`src/rtl/refill_ctrl.sv`:
```
// L1 data-cache miss handler: invalidates the victim, writes it back when dirty,
// fetches the missing line, installs data and tag, then reports the access to the policy.
module refill_ctrl #(
    parameter int NUM_SETS   = 64,
    parameter int NUM_WAYS   = 4,
    parameter int INDEX_BITS = $clog2(NUM_SETS),
    parameter int WAY_BITS   = (NUM_WAYS > 1) ? $clog2(NUM_WAYS) : 1,
    parameter int TAG_BITS   = 20,
    parameter int LINE_WORDS = 4,
    parameter int WORD_BITS  = $clog2(LINE_WORDS),
    parameter int DATA_WIDTH = 32,
    parameter int ADDR_WIDTH = TAG_BITS + INDEX_BITS + WORD_BITS
) (
    input  logic                             clk,
    input  logic                             rst_n,
    input  logic                             miss_valid_i,
    output logic                             miss_ready_o,
    input  logic [INDEX_BITS-1:0]            miss_index_i,
    input  logic [TAG_BITS-1:0]              miss_tag_i,
    output logic [INDEX_BITS-1:0]            repl_index_o,
    input  logic [WAY_BITS-1:0]              victim_way_i,
    input  logic                             victim_valid_i,
    input  logic                             victim_dirty_i,
    input  logic [TAG_BITS-1:0]              victim_tag_i,
    input  logic [LINE_WORDS*DATA_WIDTH-1:0] victim_line_i,
    output logic                             repl_en_o,
    output logic [WAY_BITS-1:0]              repl_way_o,
    output logic                             mem_wr_valid_o,
    input  logic                             mem_wr_ready_i,
    output logic [ADDR_WIDTH-1:0]            mem_wr_addr_o,
    output logic [DATA_WIDTH-1:0]            mem_wr_data_o,
    output logic                             mem_rd_req_valid_o,
    input  logic                             mem_rd_req_ready_i,
    output logic [ADDR_WIDTH-1:0]            mem_rd_addr_o,
    input  logic                             mem_rd_resp_valid_i,
    input  logic [DATA_WIDTH-1:0]            mem_rd_data_i,
    output logic                             fill_we_o,
    output logic [WAY_BITS-1:0]              fill_way_o,
    output logic [WORD_BITS-1:0]             fill_word_o,
    output logic [DATA_WIDTH-1:0]            fill_data_o,
    output logic                             tag_we_o,
    output logic                             tag_wr_valid_o,
    output logic [TAG_BITS-1:0]              tag_wr_tag_o,
    output logic                             refill_done_o,
    output logic                             busy_o
);

    typedef enum logic [2:0] {IDLE, VICTIM, WB, RDREQ, FILL, DONE} state_t;

    state_t                           state_q, state_d;
    logic [INDEX_BITS-1:0]            index_q, index_d;
    logic [TAG_BITS-1:0]              tag_q, tag_d;
    logic [TAG_BITS-1:0]              vtag_q, vtag_d;
    logic [WAY_BITS-1:0]              way_q, way_d;
    logic [LINE_WORDS*DATA_WIDTH-1:0] line_q, line_d;
    logic [WORD_BITS-1:0]             w_cnt_q, w_cnt_d;
    logic [DATA_WIDTH-1:0]            line_words [LINE_WORDS];
    logic                             last_word;

    for (genvar gi = 0; gi < LINE_WORDS; gi++) begin : g_words
        assign line_words[gi] = line_q[gi*DATA_WIDTH +: DATA_WIDTH];
    end

    assign last_word    = (w_cnt_q == WORD_BITS'(LINE_WORDS - 1));
    assign repl_index_o = index_q;
    assign busy_o       = (state_q != IDLE);

    always_ff @(posedge clk) begin
        if (!rst_n) begin
            state_q <= IDLE;
            index_q <= '0;
            tag_q   <= '0;
            vtag_q  <= '0;
            way_q   <= '0;
            line_q  <= '0;
            w_cnt_q <= '0;
        end else begin
            state_q <= state_d;
            index_q <= index_d;
            tag_q   <= tag_d;
            vtag_q  <= vtag_d;
            way_q   <= way_d;
            line_q  <= line_d;
            w_cnt_q <= w_cnt_d;
        end
    end

    always_comb begin
        state_d            = state_q;
        index_d            = index_q;
        tag_d              = tag_q;
        vtag_d             = vtag_q;
        way_d              = way_q;
        line_d             = line_q;
        w_cnt_d            = w_cnt_q;
        miss_ready_o       = 1'b0;
        repl_en_o          = 1'b0;
        repl_way_o         = '0;
        mem_wr_valid_o     = 1'b0;
        mem_wr_addr_o      = '0;
        mem_wr_data_o      = '0;
        mem_rd_req_valid_o = 1'b0;
        mem_rd_addr_o      = '0;
        fill_we_o          = 1'b0;
        fill_way_o         = '0;
        fill_word_o        = '0;
        fill_data_o        = '0;
        tag_we_o           = 1'b0;
        tag_wr_valid_o     = 1'b0;
        tag_wr_tag_o       = '0;
        refill_done_o      = 1'b0;

        if (state_q != IDLE) begin
            fill_way_o = way_q;
        end

        case (state_q)
            IDLE: begin
                miss_ready_o = 1'b1;
                if (miss_valid_i) begin
                    index_d = miss_index_i;
                    tag_d   = miss_tag_i;
                    state_d = VICTIM;
                end
            end
            VICTIM: begin
                // Victim is invalidated before any data is overwritten, so a reset
                // later in the refill can never expose a half-filled line as valid.
                tag_we_o   = 1'b1;
                fill_way_o = victim_way_i;
                way_d      = victim_way_i;
                vtag_d     = victim_tag_i;
                line_d     = victim_line_i;
                w_cnt_d    = '0;
                state_d    = (victim_valid_i && victim_dirty_i) ? WB : RDREQ;
            end
            WB: begin
                mem_wr_valid_o = 1'b1;
                mem_wr_addr_o  = {vtag_q, index_q, w_cnt_q};
                mem_wr_data_o  = line_words[w_cnt_q];
                if (mem_wr_ready_i) begin
                    w_cnt_d = w_cnt_q + 1'b1;
                    if (last_word) begin
                        state_d = RDREQ;
                    end
                end
            end
            RDREQ: begin
                mem_rd_req_valid_o = 1'b1;
                mem_rd_addr_o      = {tag_q, index_q, {WORD_BITS{1'b0}}};
                if (mem_rd_req_ready_i) begin
                    state_d = FILL;
                end
            end
            FILL: begin
                if (mem_rd_resp_valid_i) begin
                    fill_we_o   = 1'b1;
                    fill_word_o = w_cnt_q;
                    fill_data_o = mem_rd_data_i;
                    w_cnt_d     = w_cnt_q + 1'b1;
                    if (last_word) begin
                        state_d = DONE;
                    end
                end
            end
            DONE: begin
                tag_we_o       = 1'b1;
                tag_wr_valid_o = 1'b1;
                tag_wr_tag_o   = tag_q;
                repl_en_o      = 1'b1;
                repl_way_o     = way_q;
                refill_done_o  = 1'b1;
                state_d        = IDLE;
            end
            default: begin
                state_d = IDLE;
            end
        endcase
    end

endmodule

```
`config.mk`:
```
export PLATFORM = sky130hd
export DESIGN_NAME = refill_ctrl
export DESIGN_NICKNAME = d
export VERILOG_FILES = /design/src/rtl/refill_ctrl.sv
export SDC_FILE = /design/constraint.sdc
export NUM_CORES = 1
export LEC_CHECK = 0
export ABC_AREA = 1
export BUFFER_PORTS_ARGS = -buffer_cell sky130_fd_sc_hd__clkbuf_2
export CORE_AREA = 2 2 146 148
export CTS_BUF_LIST = sky130_fd_sc_hd__clkbuf_16
export CTS_CLUSTER_DIAMETER = 100
export CTS_CLUSTER_SIZE = 14
export DETAILED_ROUTE_END_ITERATION = 8
export DIE_AREA = 0 0 148 150
export GPL_ROUTABILITY_DRIVEN = 0
export GPL_TIMING_DRIVEN = 1
export PLACE_DENSITY = 0.76
export SLEW_MARGIN = 30
export SYNTH_ARGS = -nofsm -noshare
export SYNTH_HDL_FRONTEND = slang
export SYNTH_SLANG_ARGS = --single-unit
export TNS_END_PERCENT = 10
```
`constraint.sdc`:
```
create_clock -name clk -period 4.1 [get_ports clk]
set_clock_uncertainty 0.1 [all_clocks]
set_input_delay 0.82 -clock clk [delete_from_list [all_inputs] [get_ports clk]]
set_output_delay 0.82 -clock clk [all_outputs]
set_load 0.02 [all_outputs]
```
# Word level (Yosys, flattened, before mapping)
# Cells that the tools add are included.
[word_totals]
reg_bits = 181
inputBits = 216
[op_classes]
add_sub_neg = 1
order_cmp = 1
eq_ne = 12
mux = 32
n_bitwise = 1
n_reduce_logical = 8
[op_table]
columns = ["operator", "n"]
rows = [
  ["32-bit 2-to-1 mux", 5],
  ["32-bit binary-select mux with 2-bit select", 1],
  ["28-bit 2-to-1 mux", 2],
  ["20-bit 2-to-1 mux", 1],
  ["3-bit 2-to-1 mux", 6],
  ["3-bit one-hot mux with 5 select lines", 1],
  ["2-bit 2-to-1 mux", 7],
  ["2-bit != test, second input constant", 6],
  ["1-bit 2-to-1 mux", 8],
  ["3-bit by 2-bit == test with 1-bit output, second input constant", 2],
  ["3-bit == test, second input constant", 2],
  ["2-bit one-hot mux with 3 select lines", 1],
  ["6-bit AND reduction", 1],
  ["3-bit nonzero test", 2],
  ["3-bit by 1-bit == test with 1-bit output, second input constant", 1],
  ["3-bit greater-or-equal comparator, second input constant", 1],
  ["3-bit logical NOT", 1],
  ["2-bit NOT with 3-bit output", 1],
  ["3-bit AND reduction", 1],
  ["2-bit by 1-bit adder with 2-bit output, second input constant", 1],
  ["2-bit == test, second input constant", 1],
  ["2-bit AND reduction", 1],
  ["2-bit OR reduction", 1],
  ["1-bit logical AND", 1],
]

# Longest topological paths before layout
# Gate-level depths: netlist of the first run.
[depth]
word_depth = 5
depth_mapped = 9
depth_no_buf = 8

# Worst setup path before layout of the first run
# Ideal clock, no wire load.
[synth_timing]
path_kind = "input to output"
startpoint = "in mem_rd_resp_valid_i"
endpoint = "out fill_word_o[0]"
arrival_ps = 1786
required_ps = 3180
slack_ps = 1394
path_stages = 5
path_buffers = 1
cell_sequence = "clkbuf_1 inv_1 nor2_1 inv_1 nor2_1"
[synth_via]
elab_chain_cells = 2
[synth_rtl]
columns = ["element", "line_no", "source"]
rows = [
  ["start, declared", "35", "input logic mem_rd_resp_valid_i,"],
  ["2-bit 2-to-1 mux", "156", "if (mem_rd_resp_valid_i) begin"],
  ["2-bit 2-to-1 mux", "117", "case (state_q)"],
  ["end, declared", "39", "output logic [WORD_BITS-1:0] fill_word_o,"],
]
# Every way passes these cells.

# Final worst setup path of the first run
[layout_timing]
startpoint = "reg state_q[2]"
endpoint = "out mem_wr_data_o[1]"
[layout_via]
elab_chain_cells = 2
[layout_rtl]
columns = ["element", "line_no", "source"]
rows = [
  ["start, declared", "50", "state_t state_q, state_d;"],
  ["start signal, assigned", "78", "state_q <= state_d;"],
  ["3-bit by 2-bit == test with 1-bit output", "117", ""],
  ["32-bit 2-to-1 mux", "117", ""],
  ["end, declared", "31", "output logic [DATA_WIDTH-1:0] mem_wr_data_o,"],
]
# Every way passes these cells.

==> results of run 1 <==
[worst paths after layout]
kind / start / endpoint / slack (ps)
worst max-delay path: state_q[2] / mem_wr_data_o[1] / 760
worst min-delay path: line_q[60] / line_q[60] / 350
worst max register to register: state_q[2] / vtag_q[10] / 1720
worst min register to register: line_q[60] / line_q[60] / 350
[cell families after synthesis]
family / Yosys count / share of synthesized area [%]
buf+inv: 238 / 12.17
compound gates: 452 / 27.54
other cells: 1 / 0.04560
flops: 181 / 44.07
fa+ha+maj: 1 / 0.1521
simple gates: 318 / 16.02
[through the flow]
stage	hold slack (ps)	utilization, %	std cells	setup WS (ps)
after floorplan	330.0	-	1192	1394
after detailed placement	343.7	48.55	1747	1234
after global routing	371.3	51.52	1780	621.6
final	352.7	51.52	1780	759.5
after global placement	340.0	48.55	1747	1314
after CTS	355.0	51.42	1779	759.3
[sequential cells by signal, indices dropped and copies added, names as in the netlist]
signal,flops
vtag_q,20
line_q,128
repl_index_o,6
w_cnt_q,2
tag_q,20
way_q,2
state_q,3
[Yosys cell counts]
library cell | n | area [µm²]
a21oi_1 | 274 | 1371
dfxtp_1 | 181 | 3623
inv_1 | 127 | 476.7
nor2_1 | 122 | 457.9
nand2_1 | 116 | 435.4
o21ai_1 | 116 | 580.6
nand3_1 | 73 | 365.4
o21ai_0 | 61 | 305.3
clkbuf_1 | 54 | 202.7
buf_2 | 41 | 205.2
buf_4 | 5 | 37.54
buf_6 | 5 | 56.30
inv_2 | 3 | 11.26
buf_1 | 2 | 7.510
nand2_2 | 2 | 12.51
nor2_2 | 2 | 12.51
nor2_4 | 2 | 22.52
clkinv_1 | 1 | 3.750
conb_1 | 1 | 3.750
ha_1 | 1 | 12.51
nand2_4 | 1 | 11.26
o211ai_1 | 1 | 7.510
[worst max-delay path: stages (launching register included)]
cell	delay, ps
dfxtp_1	550
nor2_1	130
nand2_2	500
buf_4	480
a21oi_1	110
clkbuf_2	180
[metal layers]
layer,track usage [%],up-vias,wire [µm]
li1,-,4510,-
met1,30.05,4069,11660
met2,36.06,348,12380
met3,4.787,25,1863
met4,6.762,2,405
met5,0,-,13
[layout make-up]
| class | count | area, µm² |
|---|---|---|
| Timing Repair Buffer | 388 | 1992 |
| Fill cell | 2080 | 10030 |
| Clock buffer | 17 | 425.4 |
| Clock inverter | 15 | 167.7 |
| Sequential cell | 181 | 3626 |
| Tap cell | 275 | 344.1 |
| Inverter | 131 | 493.0 |
| Multi-Input combinational cell | 773 | 3612 |
[power breakdown]
group | internal, mW | switching, mW
clock | 0.869 | 0.768
combinational | 0.958 | 2.34
sequential | 2.33 | 0.199
total | 4.16 | 3.31
[cell usage in the layout, fill, tap and decap left out, types with 3 or more instances in the layout]
cell type / netlist / routed
nand2_1: 116 / 114
clkinv_4: 0 / 4
clkbuf_16: 0 / 17
clkinv_1: 1 / 3
nand3_1: 73 / 73
clkbuf_2: 0 / 373
a21oi_1: 274 / 274
inv_1: 127 / 124
nor2_1: 122 / 122
inv_8: 0 / 4
nand2_2: 2 / 3
o21ai_0: 61 / 61
dfxtp_1: 181 / 179
buf_4: 5 / 14
inv_2: 3 / 5
o21ai_1: 116 / 116
==> impl_metrics.json, run 1 <==
{
  "outcome": "finished clean",
  "synth_seq_cells": 181,
  "antenna_found_initial": 1,
  "post-dp-hpwl_um": 17920,
  "antennaDiodeCount": 0,
  "hold_violations": 0,
  "start_util_pct": 39.74,
  "cts.sinks": 181,
  "finalSetupViolCount": 0,
  "clk_path_buf_depth": 2,
  "ctsHtreeMaxLevel": 4,
  "avgViaCountPerCell": 5.030,
  "cts_root_buffer": "clkbuf_16",
  "clkTransAtPathRegs_ps": 80,
  "postSynthCellCount": 1191,
  "worst-setup-path-type": "reg -> out",
  "areaGrowthSynthToFinish_pct": 29.64,
  "maxCapViolations": 0,
  "io_pins": 377,
  "avgSynthCellArea_um2": 6.904,
  "ys_seq_area_share_pct": 44.07,
  "cp_max_fo": 37,
  "stdcell_area_mm2": 0.01066,
  "drive_gt1_share_pct": 28.90,
  "coreArea_mm2": 0.02069,
  "rsz0062_at_grt": "false",
  "fmax_ghz": 0.2994,
  "drv_slew": 0,
  "antenna_left": 0,
  "leakage_nw": 4.713,
  "drtIter0Drc": 443,
  "dr_total_vias": 8954,
  "worstMarginPinSlew_ps": 906.2,
  "total_power_mw": 7.470,
  "period_minus_slack_ps": 3341,
  "ir_drop_mv": 0.2967,
  "period_share_pct": 81.48,
  "firstDrtPassIters": 5,
  "r2r_cells": 5,
  "die_h_um": 150,
  "cts_tree": "built",
  "clock_latency_ps": 420,
  "grt_pass1_vias": 7864,
  "nNetsFinal": 1709,
  "synth.distinct_cells": 22,
  "tns_ps": 0,
  "arrival_ps": 2420,
  "cts_setup_buffers": 0,
  "critPathLaunchType": "flip-flop",
  "totalWireLength_um": 26320,
  "holdPathStages": 2,
  "avgRoutedWirePerCell_um": 14.78,
  "remaining_drc_errors": 0,
  "cts_buffers": 17,
  "grt_pass1_wl_um": 39960,
  "grt.total_usage_pct": 22.35,
  "critPathRequiredTime_ps": 3180,
  "syn-cell-area_mm2": 0.008223,
  "die_w_um": 148,
  "cp-end-kind": "output port",
  "relSlewSlack_pct": 39.58,
  "io_buffers": 374,
  "yosys_warnings": 0,
  "cts_resized": 0,
  "hp-class": "reg -> reg",
  "placed_cell_area_mm2": 0.01005,
  "grt_overflow": 0,
  "die_area_mm2": 0.02220,
  "ctsHoldBuffers": 0,
  "grt_max_degree": 105,
  "num_rows": 53,
  "power.density_mw_per_mm2": 700.7
}
(Power assumes the default switching activity.)
==> inputs of run 2 (changes only) <==
--- a/config.mk
+++ b/config.mk
@@ -5,17 +5,17 @@
 export SDC_FILE = /design/constraint.sdc
 export NUM_CORES = 1
 export LEC_CHECK = 0
-export ABC_AREA = 1
+export ABC_AREA = 0
 export BUFFER_PORTS_ARGS = -buffer_cell sky130_fd_sc_hd__clkbuf_2
-export CORE_AREA = 2 2 146 148
+export CORE_MARGIN = 1.5
+export CORE_UTILIZATION = 43
 export CTS_BUF_LIST = sky130_fd_sc_hd__clkbuf_16
 export CTS_CLUSTER_DIAMETER = 100
 export CTS_CLUSTER_SIZE = 14
 export DETAILED_ROUTE_END_ITERATION = 8
-export DIE_AREA = 0 0 148 150
 export GPL_ROUTABILITY_DRIVEN = 0
 export GPL_TIMING_DRIVEN = 1
-export PLACE_DENSITY = 0.76
+export PLACE_DENSITY = 0.82
 export SLEW_MARGIN = 30
 export SYNTH_ARGS = -nofsm -noshare
 export SYNTH_HDL_FRONTEND = slang
==> constraint.sdc (replaced) <==
create_clock -name clk -period 3 [get_ports clk]
set_clock_uncertainty 0.1 [all_clocks]
set_input_delay 0.6 -clock clk [delete_from_list [all_inputs] [get_ports clk]]
set_output_delay 0.6 -clock clk [all_outputs]
set_load 0.02 [all_outputs]
==> impl_metrics.json, run 2 <==
{
  "clkTransAtPathRegs_ps": 70,
  "period_minus_slack_ps": 2812,
  "cpMaxStageDelayCell": "dfxtp_1",
  "total_power_mw": 6.348,
  "cts_tree": "built",
  "power.density_mw_per_mm2": 564.7,
  "cts_root_buffer": "clkbuf_16",
  "avgRoutedWirePerCell_um": 16.01,
  "avgViaCountPerCell": 5.102,
  "remaining_drc_errors": 0,
  "fmax_ghz": 0.3556,
  "largest_register_ffs": 128,
  "areaGrowthSynthToFinish_pct": 28.75,
  "synthFlopType": "dfxtp_1",
  "regMostFlops": "line_q",
  "syn-cell-area_mm2": 0.008731,
  "reg.largest.list": "line_q: 128 flops, tag_q: 20 flops, vtag_q: 20 flops",
  "final_core_util_pct": 57.01,
  "drv_slew": 0,
  "drtIter0Drc": 414,
  "cts.sinks": 181,
  "maxCapViolations": 0,
  "final_common_cell": "clkbuf_2",
  "hp-class": "in -> reg",
  "nNetsFinal": 1560,
  "worst_slack_ps": 188.2,
  "io_buffers": 374,
  "antenna_found_initial": 3,
  "synth.distinct_cells": 35,
  "tns_ps": 0,
  "io_pins": 377,
  "layout_common_cells": "clkbuf_2 (373), nand2_1 (352), dfxtp_1 (178)",
  "num_rows": 51,
  "synth_top_area_share_pct": 41.50,
  "cpPeakStageDelay_ps": 460,
  "grt_max_degree": 88,
  "ir_drop_mv": 0.3943,
  "hold_violations": 0,
  "synth-edff-count": 0,
  "synth_seq_cells": 181,
  "grt_pass1_wl_um": 41050,
  "cts_buffers": 17,
  "arrival_ps": 2110,
  "drive_gt1_share_pct": 34.59,
  "avgSynthCellArea_um2": 8.501,
  "dp_worst_setup_slack_ps": 584.9,
  "critPathLaunchType": "flip-flop",
  "die_h_um": 145.5,
  "grt.total_usage_pct": 24.16,
  "rsz0062_at_grt": "false",
  "cp_cell_sequence": "nor2_1 -> and3_1 -> buf_4 -> and2_1 -> clkbuf_2",
  "cts_setup_buffers": 0,
  "cts_resized": 0,
  "outcome": "finished clean",
  "async_flop_share_pct": 0,
  "synth.most_common_cell": "nand2_1",
  "grt_overflow": 0,
  "die_w_um": 145.5,
  "coreArea_mm2": 0.01972,
  "finalSetupViolCount": 0,
  "leakage_nw": 5.373,
  "antenna_left": 0,
  "postSynthCellCount": 1027,
  "die_area_mm2": 0.02117,
  "worst-setup-path-type": "reg -> out",
  "cp-end-kind": "output port",
  "dr_total_vias": 8281,
  "critPathRequiredTime_ps": 2300,
  "clk_path_buf_depth": 2,
  "final-instance-count-excl-fill": 1623,
  "period_share_pct": 93.73,
  "yosys_warnings": 0,
  "firstDrtPassIters": 5,
  "worstMarginPinSlew_ps": 918.5,
  "synth.top_cells.by_area": "dfxtp_1 (42%), nand2_1 (15%), a21boi_1 (11%), mux4_2 (8.3%), and3_1 (7.8%)",
  "ys_seq_area_share_pct": 41.50,
  "start_util_pct": 44.28,
  "relSlewSlack_pct": 38.77,
  "post-place-cells": 1588,
  "ctsHoldBuffers": 0,
  "yosysTopAreaCell": "dfxtp_1",
  "synth_commonest_cells": "nand2_1 (352), dfxtp_1 (181), a21boi_1 (126)",
  "totalWireLength_um": 25980,
  "post-dp-hpwl_um": 18630,
  "grt_pass1_vias": 8057,
  "ctsHtreeMaxLevel": 4,
  "clock_latency_ps": 410,
  "cp_max_fo": 35
}
[run 2: layer usage]
metal / wire length (µm) / global-route usage, % / share of wire, % / vias up
met1: 10440 / 27.25 / 40 / 3810
met3: 1664 / 5.517 / 6.4 / 66
met5: 13 / 0 / 0.050 / -
met4: 1030 / 11.28 / 4.0 / 2
li1: - / - / - / 4047
met2: 12830 / 43.17 / 49 / 356
[run 2: logic make-up after synthesis]
family	Yosys count	share of synthesized area (%)
muxes	35	8.598
and+or+nand+nor	520	27.29
other	1	0.04295
adders and majority gates	1	0.1433
AOI/OAI and AO/OA	185	15.82
DFF	181	41.50
buffers and inverters	104	6.606
[run 2: layout make-up]
cell class              instances  area, µm²
fillers                      1750       8477
clock inverters                15      191.4
well taps                     265      331.6
diodes                          2      5.005
clock buffers                  17      425.4
inverters                       3      11.26
repair buffers                397       2092
multi-input cells             743       4557
flip-flops and latches        181       3627
[run 2: stage by stage]
step                cell area (µm²)  hold slack [ps]
floorplan                      8735            331.9
global placement              10600            337.3
detailed placement            10600            342.6
CTS                           11220            267.9
global route                  11240            266.6
finish                        11240            288.0
[run 2: worst paths after layout]
path	startpoint	end	slack (ps)	depth (start not counted)
min	victim_line_i[78]	line_q[78]	290	3
max	state_q[0]	fill_data_o[29]	190	5
max reg2reg	state_q[0]	line_q[19]	590	5
min reg2reg	line_q[58]	line_q[58]	350	2
[run 2: worst max-delay path: cells and delay by family, from the launching register on]
family / cells / cell delay [ps]
AND/OR/NAND/NOR: 3 / 740
buffers and inverters: 2 / 490
flip-flops: 1 / 460
[run 2: power by group]
| part | switching, mW | total, mW | internal (mW) |
|---|---|---|---|
| Sequential | 0.145 | 2.78 | 2.64 |
| Clock | 1.04 | 2.31 | 1.27 |
| Combinational | 0.759 | 1.26 | 0.496 |
| Total | 1.94 | 6.35 | 4.41 |
